--- src/rtl/term_pkg.sv ---
// Shared constants and state encoding for the font-terminal write path.
package term_pkg;

   localparam int TERM_ADDR_W = 8;
   localparam int TERM_CHAR_W = 6;
   localparam int TERM_COLS   = 80;
   localparam int TERM_ROWS   = 30;

   localparam logic [TERM_CHAR_W-1:0] CHAR_BLANK = 6'h3F;

   typedef enum logic {
      StClear = 1'b0,
      StArb   = 1'b1
   } sched_state_e;

endpackage

--- src/rtl/rr_arbiter.sv ---
// Combinational round-robin arbiter: first requester at or after i_ptr wins.
module rr_arbiter #(
   parameter int N = 3
) (
   input  logic [N-1:0] i_req,
   input  logic [2:0]   i_ptr,
   output logic [N-1:0] o_grant,
   output logic [2:0]   o_idx,
   output logic         o_any
);

   always_comb begin
      int j;
      logic w_found;
      o_grant = '0;
      o_idx   = '0;
      w_found = 1'b0;
      for (int k = 0; k < N; k++) begin
         j = (int'(i_ptr) + k) % N;
         if (!w_found && i_req[j]) begin
            w_found    = 1'b1;
            o_grant[j] = 1'b1;
            o_idx      = 3'(j);
         end
      end
      o_any = w_found;
   end

endmodule

--- src/rtl/term_write_scheduler.sv ---
// Shares the terminal write port among N_REQ producers, clearing the screen on reset/request.
module term_write_scheduler
   import term_pkg::*;
#(
   parameter int N_REQ = 3,
   parameter int COLS  = TERM_COLS,
   parameter int ROWS  = TERM_ROWS,
   parameter logic [TERM_CHAR_W-1:0] BLANK_CHAR = CHAR_BLANK
) (
   input  logic                         clk,
   input  logic                         rst,
   input  logic [N_REQ-1:0]             req_valid,
   output logic [N_REQ-1:0]             req_ready,
   input  logic [TERM_ADDR_W*N_REQ-1:0] req_h,
   input  logic [TERM_ADDR_W*N_REQ-1:0] req_v,
   input  logic [TERM_CHAR_W*N_REQ-1:0] req_char,
   input  logic                         clear_req,
   output logic                         busy,
   output logic [TERM_ADDR_W-1:0]       term_h,
   output logic [TERM_ADDR_W-1:0]       term_v,
   output logic [TERM_CHAR_W-1:0]       term_char,
   output logic                         term_w_en,
   output logic [2:0]                   grant_id,
   output logic                         oob_drop
);

   sched_state_e r_state, w_state_d;
   logic [TERM_ADDR_W-1:0] r_clr_h, r_clr_v;
   logic [2:0]             r_ptr;
   logic [TERM_ADDR_W-1:0] r_term_h, r_term_v;
   logic [TERM_CHAR_W-1:0] r_term_char;
   logic                   r_w_en, r_oob;
   logic [2:0]             r_grant_id;

   logic [N_REQ-1:0]       w_req_arb, w_grant;
   logic [2:0]             w_idx;
   logic                   w_any;
   logic [TERM_ADDR_W-1:0] w_h, w_v;
   logic [TERM_CHAR_W-1:0] w_char;
   logic                   w_in_range, w_clr_last;

   // Requests are hidden from the arbiter outside ARB and during a clear pulse.
   assign w_req_arb = (r_state == StArb && !clear_req) ? req_valid : '0;

   rr_arbiter #(
      .N (N_REQ)
   ) u_arb (
      .i_req   (w_req_arb),
      .i_ptr   (r_ptr),
      .o_grant (w_grant),
      .o_idx   (w_idx),
      .o_any   (w_any)
   );

   assign req_ready = w_grant;

   always_comb begin
      w_h    = '0;
      w_v    = '0;
      w_char = '0;
      for (int i = 0; i < N_REQ; i++) begin
         if (w_idx == 3'(i)) begin
            w_h    = req_h[TERM_ADDR_W*i +: TERM_ADDR_W];
            w_v    = req_v[TERM_ADDR_W*i +: TERM_ADDR_W];
            w_char = req_char[TERM_CHAR_W*i +: TERM_CHAR_W];
         end
      end
   end

   assign w_in_range = (int'(w_h) < COLS) && (int'(w_v) < ROWS);
   assign w_clr_last = (int'(r_clr_h) == COLS - 1) && (int'(r_clr_v) == ROWS - 1);

   always_comb begin
      w_state_d = r_state;
      unique case (r_state)
         StClear: if (w_clr_last && !clear_req) w_state_d = StArb;
         StArb:   if (clear_req) w_state_d = StClear;
         default: w_state_d = StClear;
      endcase
   end

   always_ff @(posedge clk) begin
      if (!rst) begin
         r_state     <= StClear;
         r_clr_h     <= '0;
         r_clr_v     <= '0;
         r_ptr       <= '0;
         r_term_h    <= '0;
         r_term_v    <= '0;
         r_term_char <= '0;
         r_w_en      <= 1'b0;
         r_oob       <= 1'b0;
         r_grant_id  <= '0;
      end else begin
         r_state <= w_state_d;
         r_oob   <= 1'b0;
         r_w_en  <= 1'b0;
         if (r_state == StClear) begin
            r_w_en      <= 1'b1;
            r_term_h    <= r_clr_h;
            r_term_v    <= r_clr_v;
            r_term_char <= BLANK_CHAR;
            if (clear_req || w_clr_last) begin
               r_clr_h <= '0;
               r_clr_v <= '0;
            end else if (int'(r_clr_h) == COLS - 1) begin
               r_clr_h <= '0;
               r_clr_v <= r_clr_v + 1'b1;
            end else begin
               r_clr_h <= r_clr_h + 1'b1;
            end
         end else if (clear_req) begin
            r_clr_h <= '0;
            r_clr_v <= '0;
         end else if (w_any) begin
            r_ptr <= (int'(w_idx) == N_REQ - 1) ? 3'd0 : w_idx + 3'd1;
            if (w_in_range) begin
               r_w_en      <= 1'b1;
               r_term_h    <= w_h;
               r_term_v    <= w_v;
               r_term_char <= w_char;
               r_grant_id  <= w_idx;
            end else begin
               r_oob <= 1'b1;
            end
         end
      end
   end

   assign busy      = (r_state == StClear);
   assign term_h    = r_term_h;
   assign term_v    = r_term_v;
   assign term_char = r_term_char;
   assign term_w_en = r_w_en;
   assign grant_id  = r_grant_id;
   assign oob_drop  = r_oob;

endmodule

--- config.mk ---
export PLATFORM = sky130hd
export DESIGN_NAME = term_write_scheduler
export DESIGN_NICKNAME = d
export VERILOG_FILES = /design/src/rtl/term_pkg.sv /design/src/rtl/rr_arbiter.sv /design/src/rtl/term_write_scheduler.sv
export SDC_FILE = /design/constraint.sdc
export NUM_CORES = 1
export LEC_CHECK = 0
export ABC_AREA = 1
export CAP_MARGIN = 10
export CORE_UTILIZATION = 53
export DETAILED_ROUTE_END_ITERATION = 16
export GPL_TIMING_DRIVEN = 0
export PLACE_DENSITY = 0.91
export SKIP_CTS_REPAIR_TIMING = 1
export SLEW_MARGIN = 20
export SYNTH_ARGS = -nofsm -noshare
export SYNTH_HDL_FRONTEND = slang
export SYNTH_SLANG_ARGS = --single-unit
--- constraint.sdc ---
create_clock -name clk -period 8.9 [get_ports clk]
set_input_delay 1.335 -clock clk [delete_from_list [all_inputs] [get_ports clk]]
set_output_delay 1.335 -clock clk [all_outputs]
set_load 0.01 [all_outputs]
Yosys cells after proc, flatten, opt, wreduce, memory -nomap -nowiden
Cells that the tools add are included.
Widths: inputs -> output; s select.
{"block": "totals", "in_bits": 72, "elab_cells": 123, "output_inout_bits": 31, "register_bits": 47}
{"block": "classes", "muxes": 62, "bitwise": 6, "reduce_logical": 20, "order_cmp": 8, "eq_ne": 9, "div_mod_pow": 3, "addsub": 5}
{"cell": "$mux 8", "n": 21}
{"cell": "$ge 32x1->1 const B", "n": 3}
{"cell": "$lt 32x4->1 const B", "n": 3}
{"cell": "$mod 32x3->32 const B", "n": 2}
{"cell": "$mux 6", "n": 7}
{"cell": "$mod 4x3->32 const B", "n": 1}
{"cell": "$mux 3", "n": 8}
{"cell": "$mux 1", "n": 19}
{"cell": "$add 8x1->8 const B", "n": 2}
{"cell": "$logic_and 1x1->1", "n": 9}
{"cell": "$eq 8x6->1 const B", "n": 1}
{"cell": "$eq 8x8->1 const B", "n": 1}
{"cell": "$lt 8x5->1 const B", "n": 1}
{"cell": "$lt 8x7->1 const B", "n": 1}
{"cell": "$bmux 1 s2", "n": 3}
{"cell": "$demux 1 s2", "n": 3}
{"cell": "$or 3x3->3", "n": 2}
{"cell": "$reduce_and 3->1", "n": 2}
{"cell": "$add 3x1->4 const B", "n": 1}
{"cell": "$add 3x2->4 const B", "n": 1}
{"cell": "$ne 2x1->1 const B", "n": 2}
{"cell": "$ne 2x2->1 const B", "n": 2}
{"cell": "$not 1->1", "n": 4}
{"cell": "$reduce_and 4->1", "n": 1}
{"cell": "other kinds (11)", "n": 13}

Longest topological paths before layout
Gate-level depths: netlist (run 1).
{"block": "logic_depth", "ltp_word": 23, "ltp_mapped": 33}

Modules after synthesis
Synthesis (run 1) repeated with hierarchy kept, for this count alone.
{"block": "unflattened", "cells_unflattened": 622, "area_unflattened_um2": 4244.1}
{"module": "term_write_scheduler", "area_each_um2": 2850.2, "seq_area_each_um2": 940.9, "n_inst": 1, "cells_each": 406}
{"module": "rr_arbiter", "area_each_um2": 1393.8, "seq_area_each_um2": 0.0, "n_inst": 1, "cells_each": 216}

Worst setup path before layout (run 1)
No wires, ideal clock.
{"block": "synth_timing", "path_kind": "flip-flop to output port", "start": "register r_ptr[0]", "end": "output port req_ready[0]", "n_path_buf": 1, "arrival_time_ps": 2713, "required_time_ps": 7565, "stages_incl_launch_ff": 19, "slack_ps": 4852, "path_cell_list": "dfxtp_1 > buf_4 > inv_1 > ha_1 > ha_1 > inv_1 > ha_1 > inv_1 > nand2_1 > nand2_2 > nor2_4 > nand2_4 > nand2_1 > o21ai_2 > nand2_1 > nand2_2 > nor3_1 > nand2_1 > o211ai_1"}
{"block": "synth_between", "elab_chain_cells": 11, "word_cells_on_any_way": 40, "cone_classes": "2 x add/sub; 3 x div; 6 x order compare; 20 x mux; 2 x bitwise; 7 x reduce/logical"}
{"element": "start, declared", "line_no": "term_write_scheduler.sv:29", "text": "logic [2:0] r_ptr;"}
{"element": "start signal, assigned", "line_no": "term_write_scheduler.sv:116", "text": "r_ptr <= (int'(w_idx) == N_REQ - 1) ? 3'd0 : w_idx + 3'd1;"}
{"element": "parallel branches: the longest is 10 deep, another holds $mod 32x3->32"}
{"element": "$mux 3 (*)", "line_no": "rr_arbiter.sv:20", "text": "if (!w_found && i_req[j]) begin"}
{"element": "end, declared", "line_no": "term_write_scheduler.sv:13", "text": "output logic [N_REQ-1:0] req_ready,"}
Every way passes the cells marked *. The select of a mux whose other input is x is not followed.

Worst setup path after layout (run 1)
Same ends and word-level chain as after synthesis.

==> results.md, run 1 <==
- Status: finished clean
- Setup violators final: 0
- Avg WL per Cell: ~14 um
- CTS Buf Count: 5
- Register area share after synthesis: 0.2488
- HPWL after DPL: 8.804 mm
- Worst Setup Start Kind: flip-flop
- Post-route ant nets: 0
- Setup TNS: 0 ps
- Worst Hold Class: reg -> reg
- Gp weighted congestion: about 0.9
- Die ar.: approximately 0.0075 mm^2
- Worst-path clk slew: roughly 90 ps
- Largest net degree at the start of global routing: 17
- Synth cell types: 44
- Vias in the first global route: about 3900
- Final Skew: 7.373 ps
- Crit path cell chain: buf_4 > inv_1 > ha_1 > ha_1 > inv_1 > ha_1 > inv_1 > nand2_1 > nand2_2 > nor2_4 > nand2_4 > o21ai_2 > nand2_1 > nand2_2 > nand3_1 > nor2_1 > nand3_1 > o211ai_1 > clkdlybuf4s50_1
- Most used DFF post-synth: dfxtp_1
- Buffers on Ports: between 100 and 150
- Die H: between 80 and 90 um
- Tmin final: approximately 5300 ps
- CORE AREA: ~0.0068 mm^2
- Slew Viols, Final: 0
- Register bit total from synthesis: 47
- Relative slew slack: 0.4980
- Hold slack: around 480 ps
- CTS Buffer Depth: 2
- Max stage delay on crit path: 570 ps
- Top Ports: between 100 and 150
- Final Cycle Share: 0.5997
- FFs w/ async S/R, synth: 0
- Layout cells sized above 1: 0.08592
- Vias: 4350
- Final hold violations: 0
- EDFF count, synth: 0
- Crit end category: output pin
- Filler cell count: slightly below 600
- Slowest cell on the critical path: clkdlybuf4s50_1
- Yosys top cell area share: 0.2488
- RSZ-0062 raised after global routing: no
- CTS tree: yes
- DP Worst Slack: 3684 ps
- Worst-margin pin slew: around 750 ps
- CP required: ~7600 ps
- Leak: 2.251 nW
- Count leader, synth: nand2_1
- CTS sink count: 47
- Mapped Area: around 0.0038 mm^2
- Setup CP Type: reg -> out
- Worst-skew pair later-pin latency: 320 ps
- Syn Inst Count: 599
- First drt pass iteration count: 5
- DR DRC count: 0
- Synth top cells by count: nand2_1, inv_1, nor2_1, nand3_1, dfxtp_1
- FMAX: roughly 0.19 GHz
- Initial Util: 0.5537
- Core Util, Final: 0.7383
- GRT Total Usage: 0.3075
- Power Density: ~260 mW/mm^2
- Avg Inst Size Synth: 6.314 um^2
- Peak supply drop: 0.0001077 V
- WL final: between 10 and 15 mm
- Die X: just under 90 um
- First-pass GRT wire length: 18.15 mm
- Root buffer cell: clkbuf_8
- Largest cells by area after synthesis: dfxtp_1, nand2_1, ha_1
- Crit path DAT: approximately 4000 ps
- Final worst slack: around 3600 ps
- Leading area contributor after synthesis: dfxtp_1
- DRT iter0 DRCs: roughly 260
- # nets final: 807
- Antenna Cells: 0
- Area growth, synth to finish: 33.34%
- Number of vias per cell: between 5 and 6
- Yosys warns: 0
- Grt total ovfl: 0
- CP max FO: 10
- Max-cap violations: 0
- FP Rows: 30
- H-tree depth: 2
- Initial antenna violation count: 0
## cell type report
cell class                      instances  area [um^2]  area share
Clock buffer                            5        68.82     0.01364
Buffer                                 16        86.33     0.01712
Inverter                               82        307.8     0.06103
Sequential cell                        47        940.9      0.1866
Tap cell                               96        120.1     0.02382
Clock inverter                          3        47.55    0.009427
Multi-Input combinational cell        455         2451      0.4860
Timing Repair Buffer                  102         1021      0.2024
## state kept, by name (all words and copies together) (netlist names)
name,count
oob_drop,1
r_clr_h,8
r_ptr,3
term_h,8
r_state,1
r_clr_v,8
term_w_en,1
grant_id,3
term_char,6
term_v,8
## critical path, delay by kind of cell (launching register included)
kind / cells / cell delay (ps)
compound gates: 2 / 280
flops: 1 / 440
simple gates: 9 / 1110
buf+inv: 5 / 1010
fa+ha+maj: 3 / 850
## report_power, final
group	internal [mW]	switching [mW]	total, mW	leakage [nW]
Combinational	0.300	0.592	0.892	1.81
Clock	0.0853	0.0827	0.168	0.0587
Sequential	0.230	0.0131	0.243	0.383
## final timing paths
kind / cells past startpoint / end / startpoint / slack, ps
hold / removal: 2 / grant_id[2] / grant_id[2] / 480
setup / recovery: 19 / req_ready[0] / r_ptr[0] / 3560
setup reg to reg: 28 / term_h[5] / r_ptr[0] / 4300
hold reg to reg: 2 / grant_id[2] / grant_id[2] / 480
## kinds of logic (layout without fill, tap and decap cells)
family                   Yosys count  count (layout)  share of synthesized area
adder cells (fa/ha/maj)           26              26                    0.08799
flip-flops                        47              47                     0.2488
AND/OR/NAND/NOR                  341             341                     0.4201
XOR/XNOR                           4               4                    0.01125
buffers and inverters             98             208                     0.1042
AO/OA/AOI/OAI                     82              82                     0.1267
other                              1               2                  0.0009914
## layer usage
metal	vias to the layer above	routed length [um]	track usage
li1	2162	-	-
met1	1969	5056	0.4031
met2	189	5409	0.5209
met3	30	800	0.04857
met4	0	215	0.08636
met5	-	0	0.02797
## cell usage in the layout, fill, tap and decap left out, types with 3 or more instances in the layout
cell type        Yosys  layout
clkbuf_1             8       8
clkbuf_8             0       5
xor2_1               3       3
or2_1                3       3
dfxtp_1             47      47
clkdlybuf4s50_1      0     102
inv_1               75      75
o211ai_1             5       5
a22oi_1              6       6
nand2_2              9       9
nand4_1              9       9
nor3b_1              3       3
o21ai_1              6       6
ha_1                25      25
nor2_4               5       5
nand2_4              3       3
nor3_1              21      21
buf_2                3       3
nor2_2               3       3
or2_2                7       7
inv_2                7       7
nand3_1             52      52
nand2_1            148     148
nor2_1              68      68
o21ai_0             24      24
a21oi_1             28      28
nand3_2              6       6
## metrics by stage
| step | instances | total power [mW] | cell area, um^2 |
|---|---|---|---|
| after floorplan | 600 | 0.8684 | 3786 |
| after global placement | 798 | 1.090 | 4927 |
| after detailed placement | 798 | 1.117 | 4927 |
| after CTS | 806 | 1.290 | 5044 |
| after global routing | 806 | 1.405 | 5044 |
| final | 806 | 1.304 | 5044 |
No activity file was read; power rests on OpenSTA's default activity.
==> inputs of run 2 (changes only) <==
Settings changed: CORE_UTILIZATION 53 to 45, PLACE_DENSITY 0.91 to 0.82.
Clock period 8.9 ns to 4.6 ns, I/O delays scaled along.
==> results.md, run 2 (synthesis gave the netlist of run 1 again) <==
- Power Density: about 500 mW/mm^2
- Met3 WL post-DR: between 700 and 800 um
- Antenna Cells: 0
- Final worst slack: roughly 160 ps
- Buffers on Ports: 102
- Die H: between 90 and 100 um
- Final hold violations: 0
- Power consumption: between 2 and 3 mW
- Initial antenna violation count: 0
- HPWL after DPL: around 9.1 mm
- Largest net degree at the start of global routing: 16
- CORE AREA: 0.008175 mm^2
- WL final: ~11 mm
- Layout cells sized above 1: 0.1094
- Worst-skew pair later-pin latency: around 320 ps
- First-pass GRT wire length: between 15 and 20 mm
- Root buffer cell: clkbuf_8
- H-tree depth: 2
- Tmin final: 4438 ps
- Filler cell count: between 700 and 800
- Worst Hold Class: reg -> reg
- Gp weighted congestion: slightly below 0.9
- Vias in the first global route: a little over 4000
- Top Ports: slightly above 100
- WL met2: 5.409 mm
- Metal-1 WL: 4.870 mm
- CTS tree: yes
- Flop pwr share: 0.189
- GRT Total Usage: 0.2619
- Initial Util: 0.4627
- CTS sink count: 47
- Gate power share: 0.707
- Commonest non-fill, non-tap cell in the layout: nand2_1
- Clk pwr share: 0.105
- Leak: between 2 and 2.5 nW
- Relative slew slack: 0.5364
- Final Cycle Share: 0.9648
- Die ar.: 0.008776 mm^2
- Setup violators final: 0
- CP required: a little under 4000 ps
- DRT iter0 DRCs: roughly 220
- Worst-path clk slew: roughly 90 ps
- Final Non-Filler Cells: 818
- P_int: between 1 and 1.5 mW
- FP Rows: 33
- Placed cell count: about 810
- CTS Buf Count: 5
- Area growth, synth to finish: 35.43%
- Worst Setup Start Kind: flip-flop
- Post-route ant nets: 0
- Net Sw Power: around 1.4 mW
- Uppermost layer routed: met4
- Crit path DAT: ~3800 ps
- Final Skew: between 6 and 7 ps
- DP Worst Slack: between 100 and 150 ps
- Status: finished clean
- Final instance area: 0.005122 mm^2
- Most frequent cells in the layout: nand2_1, clkdlybuf4s50_1, inv_1
- CTS Buffer Depth: 2
- Net Sw Frac: 0.5356
- Die X: between 90 and 100 um
- FMAX: ~0.23 GHz
- Peak supply drop: between 0.0002 and 0.00025 V
- Placed cell areas: between 0.004 and 0.005 mm^2
- Number of vias per cell: 5.302
- Crit end category: output pin
- DR DRC count: 0
- # nets final: 810
- First drt pass iteration count: 5
- Setup CP Type: reg -> out
- Worst-margin pin slew: roughly 700 ps
- Max-cap violations: 0
- RSZ-0062 raised after global routing: yes
- Slew Viols, Final: 0
- Vias: 4337
- Avg WL per Cell: 13.78 um
- Grt total ovfl: 0
- CP max FO: 7
==> run 2: cell types whose count changed in the layout (fill, tap and decap cells not counted), sizes merged <==
| cell | delta |
|---|---|
| buf | +3 |
| bufinv | -1 |
| clkbuf | +1 |
| clkdlybuf4s50 | -2 |
| clkinv | -1 |
| clkinvlp | +1 |
| dlymetal6s2s | +2 |
==> run 2: area by class of cell <==
type	instances	area, um^2	share of cell area
clock inverter	2	16.27	0.003175
multi-input combinational	455	2499	0.4878
buffer	16	95.09	0.01856
timing repair buffer	105	1049	0.2047
tap	105	131.4	0.02565
clock buffer	6	72.57	0.01417
sequential	47	952.2	0.1859
inverter	82	307.8	0.06009
==> run 2: final timing paths <==
kind	end	slack, ps	cells past startpoint	start
setup / recovery	req_ready[2]	160	19	r_ptr[1]
hold / removal	grant_id[2]	480	2	grant_id[2]
setup reg to reg	grant_id[0]	330	28	r_ptr[1]
hold reg to reg	grant_id[2]	480	2	grant_id[2]
==> run 2: power by group through the flow <==
stage               Combinational (mW)  Sequential, mW  Clock [mW]
floorplan                         1.19           0.491           0
global placement                  1.64           0.480           0
detailed placement                1.69           0.482           0
CTS                               1.70           0.473       0.265
global route                      1.97           0.482       0.286
finish                            1.79           0.477       0.264
==> run 2: layer usage <==
layer / vias up / track usage
met5: - / 0
met4: 0 / 0.08333
met3: 24 / 0.03883
met2: 172 / 0.4489
met1: 1978 / 0.3355
li1: 2163 / -
==> run 2: worst max-delay path, stage by stage (launching register included) <==
cell             delay [ps]
dfxtp_4                 380
inv_1                   230
ha_1                    260
nand4_2                 170
nand2_4                 130
xor2_2                  230
ha_1                    240
inv_1                    80
nand3_2                  90
nor2_4                   50
nand2_4                  90
nand2_1                  80
o21ai_2                  90
nand2_1                 130
nand2_2                 150
nand3_1                 130
nor2_2                  180
nand3_1                  90
nand2_1                  90
clkdlybuf4s50_1         540
==> run 2: per-stage QoR <==
| stage | setup TNS (ps) | utilization | hold slack, ps |
|---|---|---|---|
| floorplan | 0 | - | 460.5 |
| detailed placement | 0 | 0.6041 | 462.9 |
| global route | -31.63 | 0.6266 | 501.1 |
| global placement | 0 | 0.6041 | 455.7 |
| CTS | -14.83 | 0.6149 | 475.6 |
| finish | 0 | 0.6266 | 480.3 |
